`src/rtl/apb_master_pkg.sv`:
```
// Shared types and default parameters for the APB master bridge.
package apb_master_pkg;

    localparam int unsigned DEF_PADDR_WIDTH    = 32;
    localparam int unsigned DEF_PWDATA_WIDTH   = 32;
    localparam int unsigned DEF_PRDATA_WIDTH   = 32;
    localparam int unsigned DEF_TIMEOUT_CYCLES = 256;

    typedef enum logic [1:0] {
        APB_IDLE   = 2'd0,
        APB_SETUP  = 2'd1,
        APB_ACCESS = 2'd2
    } apb_master_state_e;

endpackage

```
`src/rtl/apb_master_timeout.sv`:
```
// Saturating wait-state counter; expired asserts once the count has reached limit.
module apb_master_timeout #(
    parameter int unsigned CNT_W = 9
) (
    input  logic             pclock,
    input  logic             preset,
    input  logic             clear,
    input  logic             enable,
    input  logic [CNT_W-1:0] limit,
    output logic             expired
);

    logic [CNT_W-1:0] count;

    // Saturates at all-ones so a very long stall can never wrap back to zero.
    always_ff @(posedge pclock) begin
        if (preset) begin
            count <= '0;
        end else if (clear) begin
            count <= '0;
        end else if (enable && (count != {CNT_W{1'b1}})) begin
            count <= count + CNT_W'(1);
        end
    end

    assign expired = (count >= limit);

endmodule

```
`src/rtl/apb_master_bridge.sv`:
```
// Valid/ready request port to single APB transfers, with a wait-state timeout.
module apb_master_bridge #(
    parameter int unsigned PADDR_WIDTH    = apb_master_pkg::DEF_PADDR_WIDTH,
    parameter int unsigned PWDATA_WIDTH   = apb_master_pkg::DEF_PWDATA_WIDTH,
    parameter int unsigned PRDATA_WIDTH   = apb_master_pkg::DEF_PRDATA_WIDTH,
    parameter int unsigned TIMEOUT_CYCLES = apb_master_pkg::DEF_TIMEOUT_CYCLES
) (
    input  logic                    pclock,
    input  logic                    preset,
    input  logic                    req_valid,
    output logic                    req_ready,
    input  logic                    req_write,
    input  logic [PADDR_WIDTH-1:0]  req_addr,
    input  logic [PWDATA_WIDTH-1:0] req_wdata,
    output logic                    rsp_valid,
    output logic [PRDATA_WIDTH-1:0] rsp_rdata,
    output logic                    rsp_slverr,
    output logic                    rsp_timeout,
    output logic [PADDR_WIDTH-1:0]  paddr,
    output logic                    prwd,
    output logic [PWDATA_WIDTH-1:0] pwdata,
    output logic                    psel,
    output logic                    penable,
    input  logic [PRDATA_WIDTH-1:0] prdata,
    input  logic                    pready,
    input  logic                    pslverr
);

    import apb_master_pkg::*;

    localparam int unsigned CNT_W      = (TIMEOUT_CYCLES == 0) ? 1 : $clog2(TIMEOUT_CYCLES + 1);
    localparam int unsigned LIMIT      = (TIMEOUT_CYCLES == 0) ? 0 : TIMEOUT_CYCLES - 1;
    localparam bit          TIMEOUT_ON = (TIMEOUT_CYCLES != 0);

    apb_master_state_e state, state_d;

    logic [PADDR_WIDTH-1:0]  paddr_d;
    logic [PWDATA_WIDTH-1:0] pwdata_d;
    logic [PRDATA_WIDTH-1:0] rsp_rdata_d;
    logic prwd_d, psel_d, penable_d;
    logic rsp_valid_d, rsp_slverr_d, rsp_timeout_d;
    logic cnt_clear, cnt_enable, cnt_expired, timeout_hit;

    assign req_ready   = (state == APB_IDLE) && !preset;
    assign timeout_hit = TIMEOUT_ON && cnt_expired;

    apb_master_timeout #(
        .CNT_W (CNT_W)
    ) u_timeout (
        .pclock  (pclock),
        .preset  (preset),
        .clear   (cnt_clear),
        .enable  (cnt_enable),
        .limit   (CNT_W'(LIMIT)),
        .expired (cnt_expired)
    );

    // State and all registered outputs.
    always_ff @(posedge pclock) begin
        if (preset) begin
            state       <= APB_IDLE;
            paddr       <= '0;
            pwdata      <= '0;
            prwd        <= 1'b0;
            psel        <= 1'b0;
            penable     <= 1'b0;
            rsp_valid   <= 1'b0;
            rsp_rdata   <= '0;
            rsp_slverr  <= 1'b0;
            rsp_timeout <= 1'b0;
        end else begin
            state       <= state_d;
            paddr       <= paddr_d;
            pwdata      <= pwdata_d;
            prwd        <= prwd_d;
            psel        <= psel_d;
            penable     <= penable_d;
            rsp_valid   <= rsp_valid_d;
            rsp_rdata   <= rsp_rdata_d;
            rsp_slverr  <= rsp_slverr_d;
            rsp_timeout <= rsp_timeout_d;
        end
    end

    // Next state and next output values; response fields default to zero so they pulse.
    always_comb begin
        state_d       = state;
        paddr_d       = paddr;
        pwdata_d      = pwdata;
        prwd_d        = prwd;
        psel_d        = psel;
        penable_d     = penable;
        rsp_valid_d   = 1'b0;
        rsp_rdata_d   = '0;
        rsp_slverr_d  = 1'b0;
        rsp_timeout_d = 1'b0;
        cnt_clear     = 1'b0;
        cnt_enable    = 1'b0;

        case (state)
            APB_IDLE: begin
                if (req_valid && req_ready) begin
                    state_d   = APB_SETUP;
                    paddr_d   = req_addr;
                    pwdata_d  = req_write ? req_wdata : '0;
                    prwd_d    = req_write;
                    psel_d    = 1'b1;
                    penable_d = 1'b0;
                    cnt_clear = 1'b1;
                end
            end
            APB_SETUP: begin
                state_d   = APB_ACCESS;
                penable_d = 1'b1;
            end
            APB_ACCESS: begin
                // A completion on the timeout edge takes priority over the abort.
                if (pready) begin
                    state_d      = APB_IDLE;
                    psel_d       = 1'b0;
                    penable_d    = 1'b0;
                    rsp_valid_d  = 1'b1;
                    rsp_rdata_d  = prwd ? '0 : prdata;
                    rsp_slverr_d = pslverr;
                end else if (timeout_hit) begin
                    state_d       = APB_IDLE;
                    psel_d        = 1'b0;
                    penable_d     = 1'b0;
                    rsp_valid_d   = 1'b1;
                    rsp_slverr_d  = 1'b1;
                    rsp_timeout_d = 1'b1;
                end else begin
                    cnt_enable = 1'b1;
                end
            end
            default: begin
                state_d   = APB_IDLE;
                psel_d    = 1'b0;
                penable_d = 1'b0;
            end
        endcase
    end

endmodule

```
`config.mk`:
```
export PLATFORM = sky130hd
export DESIGN_NAME = apb_master_bridge
export DESIGN_NICKNAME = d
export VERILOG_FILES = /design/src/rtl/apb_master_pkg.sv /design/src/rtl/apb_master_timeout.sv /design/src/rtl/apb_master_bridge.sv
export SDC_FILE = /design/constraint.sdc
export NUM_CORES = 1
export LEC_CHECK = 0
export CAP_MARGIN = 10
export CORE_MARGIN = 3
export CORE_UTILIZATION = 38
export CTS_CLUSTER_DIAMETER = 150
export DETAILED_ROUTE_END_ITERATION = 10
export HOLD_SLACK_MARGIN = 0.1
export PLACE_DENSITY_LB_ADDON = 0.12
export SYNTH_ARGS = -nofsm -noshare
export SYNTH_HDL_FRONTEND = slang
export SYNTH_SLANG_ARGS = --single-unit
```
`constraint.sdc`:
```
create_clock -name pclock -period 2.9 [get_ports pclock]
set_clock_uncertainty 0.2 [all_clocks]
set_input_delay 0.87 -clock pclock [delete_from_list [all_inputs] [get_ports pclock]]
set_output_delay 0.87 -clock pclock [all_outputs]
set_load 0.005 [all_outputs]
```
==> results of run 1 <==
## state kept, by name (all words and copies together), names as in the netlist
| register | flops |
|---|---|
| rsp_timeout | 1 |
| penable | 1 |
| rsp_rdata | 32 |
| u_timeout.count | 9 |
| state | 1 |
| rsp_slverr | 1 |
| psel | 1 |
| prwd | 1 |
| pwdata | 32 |
| rsp_valid | 1 |
| paddr | 32 |
## what timing repair did
action,in CTS,in global routing
buffers inserted,0,0
endpoints found under the hold margin,0,0
setup endpoints to repair,1,0
gates resized for setup,2,0
## layer usage
layer  wire length [um]  vias to the layer above
met5                  0                        -
met4                289                        0
met3               1018                       19
met2               4656                      137
met1               3978                     1527
li1                   -                     1635
## cells in the mapped netlist (2+ instances only)
cell / number
sky130_fd_sc_hd__nor4_1: 2
sky130_fd_sc_hd__o31ai_1: 3
sky130_fd_sc_hd__nand3_1: 3
sky130_fd_sc_hd__nor2b_1: 2
sky130_fd_sc_hd__a31oi_1: 2
sky130_fd_sc_hd__inv_1: 3
sky130_fd_sc_hd__and4_1: 3
sky130_fd_sc_hd__a22o_1: 32
sky130_fd_sc_hd__nor3b_1: 2
sky130_fd_sc_hd__and3_1: 2
sky130_fd_sc_hd__buf_2: 7
sky130_fd_sc_hd__nor3_1: 5
sky130_fd_sc_hd__nor2_1: 5
sky130_fd_sc_hd__nand2_1: 73
sky130_fd_sc_hd__o211ai_1: 2
sky130_fd_sc_hd__and2_1: 32
sky130_fd_sc_hd__dfxtp_1: 112
sky130_fd_sc_hd__clkbuf_1: 13
sky130_fd_sc_hd__ha_1: 3
sky130_fd_sc_hd__a21oi_1: 36
## worst max-delay path: stages
cell                              delay, ns
sky130_fd_sc_hd__clkdlybuf4s50_1       0.43
sky130_fd_sc_hd__nor3_2                0.14
sky130_fd_sc_hd__dlygate4sd2_1         0.25
## logic make-up (layout without fill, tap and decap cells)
family	Yosys count	in the layout	share of synthesized area
AND/OR/NAND/NOR	138	138	0.1899
flip-flops	112	112	0.6131
AO/OA/AOI/OAI	81	81	0.1529
buffers and inverters	25	233	0.03113
adder cells (fa/ha/maj)	3	3	0.01026
multiplexers	1	1	0.002737
## power by group
part | total, uW | internal (uW) | leakage [uW] | switching, uW
clock network | 905 | 393 | 0.000105 | 512
logic | 373 | 250 | 0.00126 | 122
registers | 1610 | 1590 | 0.000909 | 27.3
total | 2890 | 2230 | 0.00227 | 661
## worst paths after layout
path | slack (ns) | endpoint | cells past startpoint
max | 0.13 | req_ready | 3
min | 0.26 | paddr[8]$_SDFFE_PP0P_ | 2
max reg2reg | 0.40 | u_timeout.count[4]$_SDFFE_PP0P_ | 7
min reg2reg | 0.26 | paddr[8]$_SDFFE_PP0P_ | 2
## area by class of cell
| class | instances | area [um^2] | area share |
|---|---|---|---|
| clock buffers | 12 | 165.2 | 0.02722 |
| flip-flops and latches | 112 | 2242 | 0.3695 |
| clock inverters | 4 | 33.78 | 0.005567 |
| inverters | 3 | 11.26 | 0.001856 |
| well taps | 129 | 161.4 | 0.02660 |
| repair buffers | 214 | 2141 | 0.3528 |
| multi-input cells | 223 | 1314 | 0.2165 |
## per-stage QoR
step | hold WS [ns] | setup TNS (ns) | setup WS [ns] | instance area [um^2] | util
3_5_place_dp | 0.2459 | -0.2281 | -0.2281 | 5866 | 0.6318
2_1_floorplan | 0.2392 | 0 | 0.5896 | 3657 | -
5_1_grt | 0.2843 | 0 | 0.09006 | 6068 | 0.6536
6_report | 0.2577 | 0 | 0.1339 | 6068 | 0.6536
4_1_cts | 0.2597 | 0 | 0.1299 | 6068 | 0.6536
3_3_place_gp | 0.2416 | -0.1884 | -0.1884 | 5866 | 0.6318
==> run summary, run 1 <==
Yosys mapped a number of flops with a built-in enable equal to 0. The number of nets in the layout is 668, and the net count after synthesis is 465. For this design, the CTS-stage hold fixing added 0 buffers. The count of final hold-check violations was 0; the vertical extent of the die was 104.1 um. The via count of the first global-routing pass was 3236.

Dividing the detail-routed via count by the number of cells gives 4.760. The library cell used most frequently in the layout, excluding fill and tap cells, is sky130_fd_sc_hd__clkdlybuf4s50_1. The number of antenna diodes in the final layout is 0. The synthesized design contains 112 register bits. Summed over all layers, the routed wires come to 9941 um. The tools report the overall power consumption as 2892 uW. The cell at the root of the clock tree is sky130_fd_sc_hd__clkbuf_8. Busiest layer in global routing: met2.

Across the VDD grid, the largest voltage drop is 0.0002760 V. The type of the worst setup path is in2out. Count of distinct cell types in the synthesized netlist: 38. For the fraction of the yosys area taken by sequential cells, the log shows 0.6131. Global routing finished with a remaining overflow of 0.

205 I/O pins were placed. The die outline area was 0.01084 mm^2; the number of CTS-inserted buffers was 9. The logs give 697 for the number of standard cells in the final layout excluding fillers and 0.3939 for the initial core utilization.

The share of the clock period used by the worst path is 0.9538. For the pin with the worst max-slew slack, the measured transition is 0.4470 ns. The run gives 3318 as the via count. Setup violations remaining at the end of the flow were counted as 0. Entering global routing, the biggest net connects 39 pins.

The first global-routing pass estimated 16440 um of wire. The top cell type's share of synthesized area is 0.6131, and the register clock-pin slew on the reported worst setup and hold paths is 0.09 ns. In the final routed layout, each cell accounts on average for 14.26 um. The run gives 0.2096 as the global routing usage on met1. The all-layer global routing usage came out at 0.1866. Setup repair after global routing left no endpoint under its margin. For this run, design rule violations remaining after detail routing come to 0. Based on the critical path, the design can be clocked at up to 361.5 MHz. For the met3 routing resource usage after global routing, the log shows 0.09187. The beginning of the worst register-to-register path was u_timeout.count[0]$_SDFFE_PP0P_. The tools report the number of optimization iterations in the first detailed-route pass as 4. In the synthesized netlist the dominant register cell turns out to be sky130_fd_sc_hd__dfxtp_1. Measured along the x axis, the die boundary spans 104.1 um. The clock passes through at most 2 buffers. In the post-synthesis netlist, the biggest area contributors are sky130_fd_sc_hd__dfxtp_1, sky130_fd_sc_hd__a22o_1, sky130_fd_sc_hd__nand2_1. At the end of routability-driven placement, the weighted congestion stood at 0.7996.

Relative to the synthesized area, the layout overhead comes to 65.93%. The remaining max-slew budget at the tightest pin is 0.6992. The worst setup path is captured at an output pin. The origin of the worst setup path is preset. The flow ran to the end, and the final reports show no timing, DRC or antenna violations. The power density over cell area works out to 476.5 mW/mm^2. The hold path startpoint is paddr[8]$_SDFFE_PP0P_. Clock tree synthesis found a total of 112 sinks. At the worst endpoint, the required time is 1.83 ns. The logs give 7424 um for the post-DP HPWL and 3 for the number of levels in the clock H-tree. The worst path needs 2.766 ns of the cycle, external delays included.

The run gives 360 as the number of instances in the synthesized netlist. The logs give 0 for the number of max-capacitance violations reported and 0 for the remaining antenna violation count. During placement, the flow inserted port buffers numbering 204. The Yosys step of the flow raised 0 warnings. The run gives 796 as the fill cell total of the finished layout.

Fraction of registers with async set or reset after synthesis: 0. The run gives 0.3078 as the global routing usage on met2. Count of final max-slew check failures: 0.

Cell type with the largest total area after synthesis: sky130_fd_sc_hd__dfxtp_1. Once placement completed, the tool counted placed cells totaling 681. STA classifies the critical path startpoint as a primary input. For this design the static power due to leakage is 0.002273 uW.

The core region is 0.009284 mm^2. TritonCTS built the clock tree. The number of placement rows was 35. The top cell types in the final layout, fill and taps aside, are sky130_fd_sc_hd__clkdlybuf4s50_1, sky130_fd_sc_hd__dfxtp_1, sky130_fd_sc_hd__nand2_1.

The share of post-route cells with drive strength above 1 is 0.06514, and the initial antenna violation count is 0. The number of DRC markers after the initial detailed-route iteration is 132. The data arrival time at the worst-slack endpoint is 1.70 ns, and the peak fanout along the critical path is 2. The path class of the tightest hold or removal check is reg2reg. Total standard cell area after synthesis: 0.003657 mm^2. The clock latency of the later-clocked register in the worst-skew pair is 0.36 ns, and the post-synthesis average cell area is 10.16 um^2.
Power figures use the tool's default switching activity.
==> run 2: changes to the inputs <==
--- a/config.mk
+++ b/config.mk
@@ -5,7 +5,7 @@
 export SDC_FILE = /design/constraint.sdc
 export NUM_CORES = 1
 export LEC_CHECK = 0
-export CAP_MARGIN = 10
+export CAP_MARGIN = 20
 export CORE_MARGIN = 3
 export CORE_UTILIZATION = 38
 export CTS_CLUSTER_DIAMETER = 150
==> results of run 2 <==
Final layout, timing and power as in run 1 (identical DEF).
==> run 3: changes to the inputs <==
--- a/config.mk
+++ b/config.mk
@@ -11,6 +11,7 @@
 export CTS_CLUSTER_DIAMETER = 150
 export DETAILED_ROUTE_END_ITERATION = 10
 export HOLD_SLACK_MARGIN = 0.1
+export MAX_ROUTING_LAYER = met4
 export PLACE_DENSITY_LB_ADDON = 0.12
 export SYNTH_ARGS = -nofsm -noshare
 export SYNTH_HDL_FRONTEND = slang
==> run 3 against run 2 <==
  * Sequential cell count did not move
  * Routed wire length is 0.16% higher
  * Count of clock-buffer cells in the layout is the same
  * Power about the same
  * Highest routed layer unchanged
  * Largest cell class unchanged
  * Critical endpoint unchanged
  * Die area did not move
  * Sequential share of layout area unchanged
  * Combinational power about the same
  * Cell count unchanged
==> run summary, run 3 (synthesized netlist as in run 1, its figures left out) <==
The flow ran to the end, and the final reports show no timing, DRC or antenna violations. The clock power share came out at 0.313 (about the same). The aggregate global routing overflow was 0 (unchanged). The tools report the number of max-capacitance violations reported as 0 (unchanged).

The run gives 0.6536 (unchanged) as the core utilization of the finished layout. The run gives 5 (+1) as the number of optimization iterations in the first detailed-route pass. Maximum number of pins on one net before global-route repair: 39 (unchanged). Via count: 3319 (+0.030%).

The tools report the global placer's final weighted congestion as 0.8111 (+1.4%). The largest registers in the layout are paddr: 32 flops, pwdata: 32 flops, rsp_rdata: 32 flops. The share of the clock period used by the worst path works out to 0.9538 (about the same).

Switching power: 661.3 uW (about the same). The vertical extent of the die is 104.1 um (unchanged). The smallest hold slack was 0.2578 ns (+0.0001010 ns). Kind of end point of the critical path: an output pin. The post-route minimum period works out to 2.766 ns (+0.000004000 ns). The run gives 9957 um (+0.16%) as the post-detailed-routing wire length. The logs give 0 (unchanged) for the count of final max-slew check failures and 0 (unchanged) for the number of post-CTS setup repair buffers.

The number of DRC markers after the initial detailed-route iteration came out at 135 (+2.3%). The library cell used most frequently in the layout, excluding fill and tap cells, is sky130_fd_sc_hd__clkdlybuf4s50_1. Actual slew at the worst max-slew pin: 0.4466 ns (-0.0004866 ns). The type of the worst setup path was in2out.

The power density over cell area is 476.5 mW/mm^2 (about the same), and the number of CTS-inserted buffers is 9 (unchanged). The die extent in x was 104.1 um (unchanged); the hold buffer count at CTS was 0 (unchanged). The critical path startpoint category was a primary input.

Count of final hold-check violations: 0 (unchanged). The tools report the die outline area as 0.01084 mm^2 (unchanged). The CTS sink count was 112 (unchanged); the static leakage power was 0.002273 uW (unchanged). The share of post-route cells with drive strength above 1 came out at 0.06514 (unchanged). The tightest min-delay check is of the reg2reg type. The number of antenna cells inserted was 0 (unchanged). The signed area change from the synthesized netlist to the final layout was 65.93% (unchanged). For the proportion of power drawn by flip-flops and latches, the log shows 0.558 (about the same).

The data required time of the worst path was 1.83 ns (about the same). The tools report the initial core utilization as 0.3939 (unchanged). The data arrival time at the worst-slack endpoint is 1.70 ns (about the same), and the via count of the first global-routing pass is 3255 (+0.59%).

The detailed-route DRC error count was 0 (unchanged). For the number of nets in the layout, the log shows 668 (unchanged). The instance count after placement with tap cells included is 681 (unchanged), and the post-cts resize count is 2 (unchanged).

The tools report the wire length of the first global-routing pass as 16370 um (-0.42%). CTS placed an instance of sky130_fd_sc_hd__clkbuf_8 at the clock tree root. The part of the total power dissipated in combinational logic was 0.129 (about the same); the all-layer global routing usage was 0.1917 (+0.005176).

The net switching fraction of the power came out at 0.2287 (about the same). Number of ports placed on the die boundary: 205 (unchanged). The run gives 0.009284 mm^2 (unchanged) as the core footprint. Leaving out fill and tap cells, the most frequent cells in the layout are sky130_fd_sc_hd__clkdlybuf4s50_1, sky130_fd_sc_hd__dfxtp_1, sky130_fd_sc_hd__nand2_1. The tools report the overall power consumption as 2892 uW (about the same).

The register clock-pin slew on the reported worst setup and hold paths was 0.09 ns (about the same); the post-DP HPWL was 7424 um (unchanged). The number of levels in the clock H-tree was 3 (unchanged); the remaining antenna violation count was 0 (unchanged). The mean routed wirelength per cell came out at 14.29 um (+0.16%). The initial antenna violation count is 0 (unchanged), and the number of placement rows is 35 (unchanged).

The maximum clock frequency is 361.5 MHz (unchanged). The count of buffers inserted at the top-level ports came out at 204 (unchanged). For the remaining max-slew budget at the tightest pin, the log shows 0.6996 (about the same). TritonCTS built the clock tree.

The maximum vdd drop came out at 0.0002767 V (+0.26%). The logs give 0 (unchanged) for the setup violation total in the final timing report and 0.36 ns (about the same) for the clock latency of the later-clocked register in the worst-skew pair. The ratio of routed vias to standard cells came out at 4.762 (about the same). The worst-case clock buffer depth was 2 (unchanged); the peak fanout along the critical path was 2 (unchanged). For the cell-internal power, the log shows 2230 uW (about the same).

For the number of standard cells in the final layout excluding fillers, the log shows 697 (unchanged). Setup repair after global routing left no endpoint under its margin.
run 3: cell counts in the layout (fill, tap and decap cells not counted):
No cell type changed its count.
run 3: power groups by stage:
stage | sequential (uW) | combinational [uW] | clock [uW]
detailed placement | 1650 | 376 | 0
floorplan | 1650 | 102 | 0
CTS | 1610 | 378 | 944
global placement | 1650 | 371 | 0
finish | 1610 | 373 | 905
global route | 1620 | 405 | 1000
run 3: metal layers:
layer	wire length, um	global-route usage	up-vias
met4	287	0.06458	0
met3	748	0.06828	19
met1	4253	0.2241	1527
met2	4668	0.3078	137
met5	0	-	-
li1	-	-	1636
run 3: through the flow:
step	area (um^2)	worst slack [ns]	TNS (ns)
3_3_place_gp	5866	-0.1884	-0.1884
4_1_cts	6068	0.1299	0
2_1_floorplan	3657	0.5896	0
6_report	6068	0.1339	0
5_1_grt	6068	0.09006	0
3_5_place_dp	5866	-0.2281	-0.2281
run 3: area by class of cell:
| cell class | instances | area, um^2 |
|---|---|---|
| fillers | 796 | 3216 |
| well taps | 129 | 161.4 |
| flip-flops and latches | 112 | 2242 |
| clock buffers | 12 | 165.2 |
| inverters | 3 | 11.26 |
| multi-input cells | 223 | 1314 |
| repair buffers | 214 | 2141 |
| clock inverters | 4 | 33.78 |
run 3: worst paths after layout:
check / cells past startpoint / slack [ns] / to / startpoint
min reg2reg: 2 / 0.26 / paddr[18]$_SDFFE_PP0P_ / paddr[18]$_SDFFE_PP0P_
min: 2 / 0.26 / paddr[18]$_SDFFE_PP0P_ / paddr[18]$_SDFFE_PP0P_
max: 3 / 0.13 / req_ready / preset
max reg2reg: 7 / 0.39 / u_timeout.count[4]$_SDFFE_PP0P_ / u_timeout.count[0]$_SDFFE_PP0P_
run 3: critical path: stages:
cell and delay [ns]:
sky130_fd_sc_hd__clkdlybuf4s50_1 0.43, sky130_fd_sc_hd__nor3_2 0.14, sky130_fd_sc_hd__dlygate4sd2_1 0.25
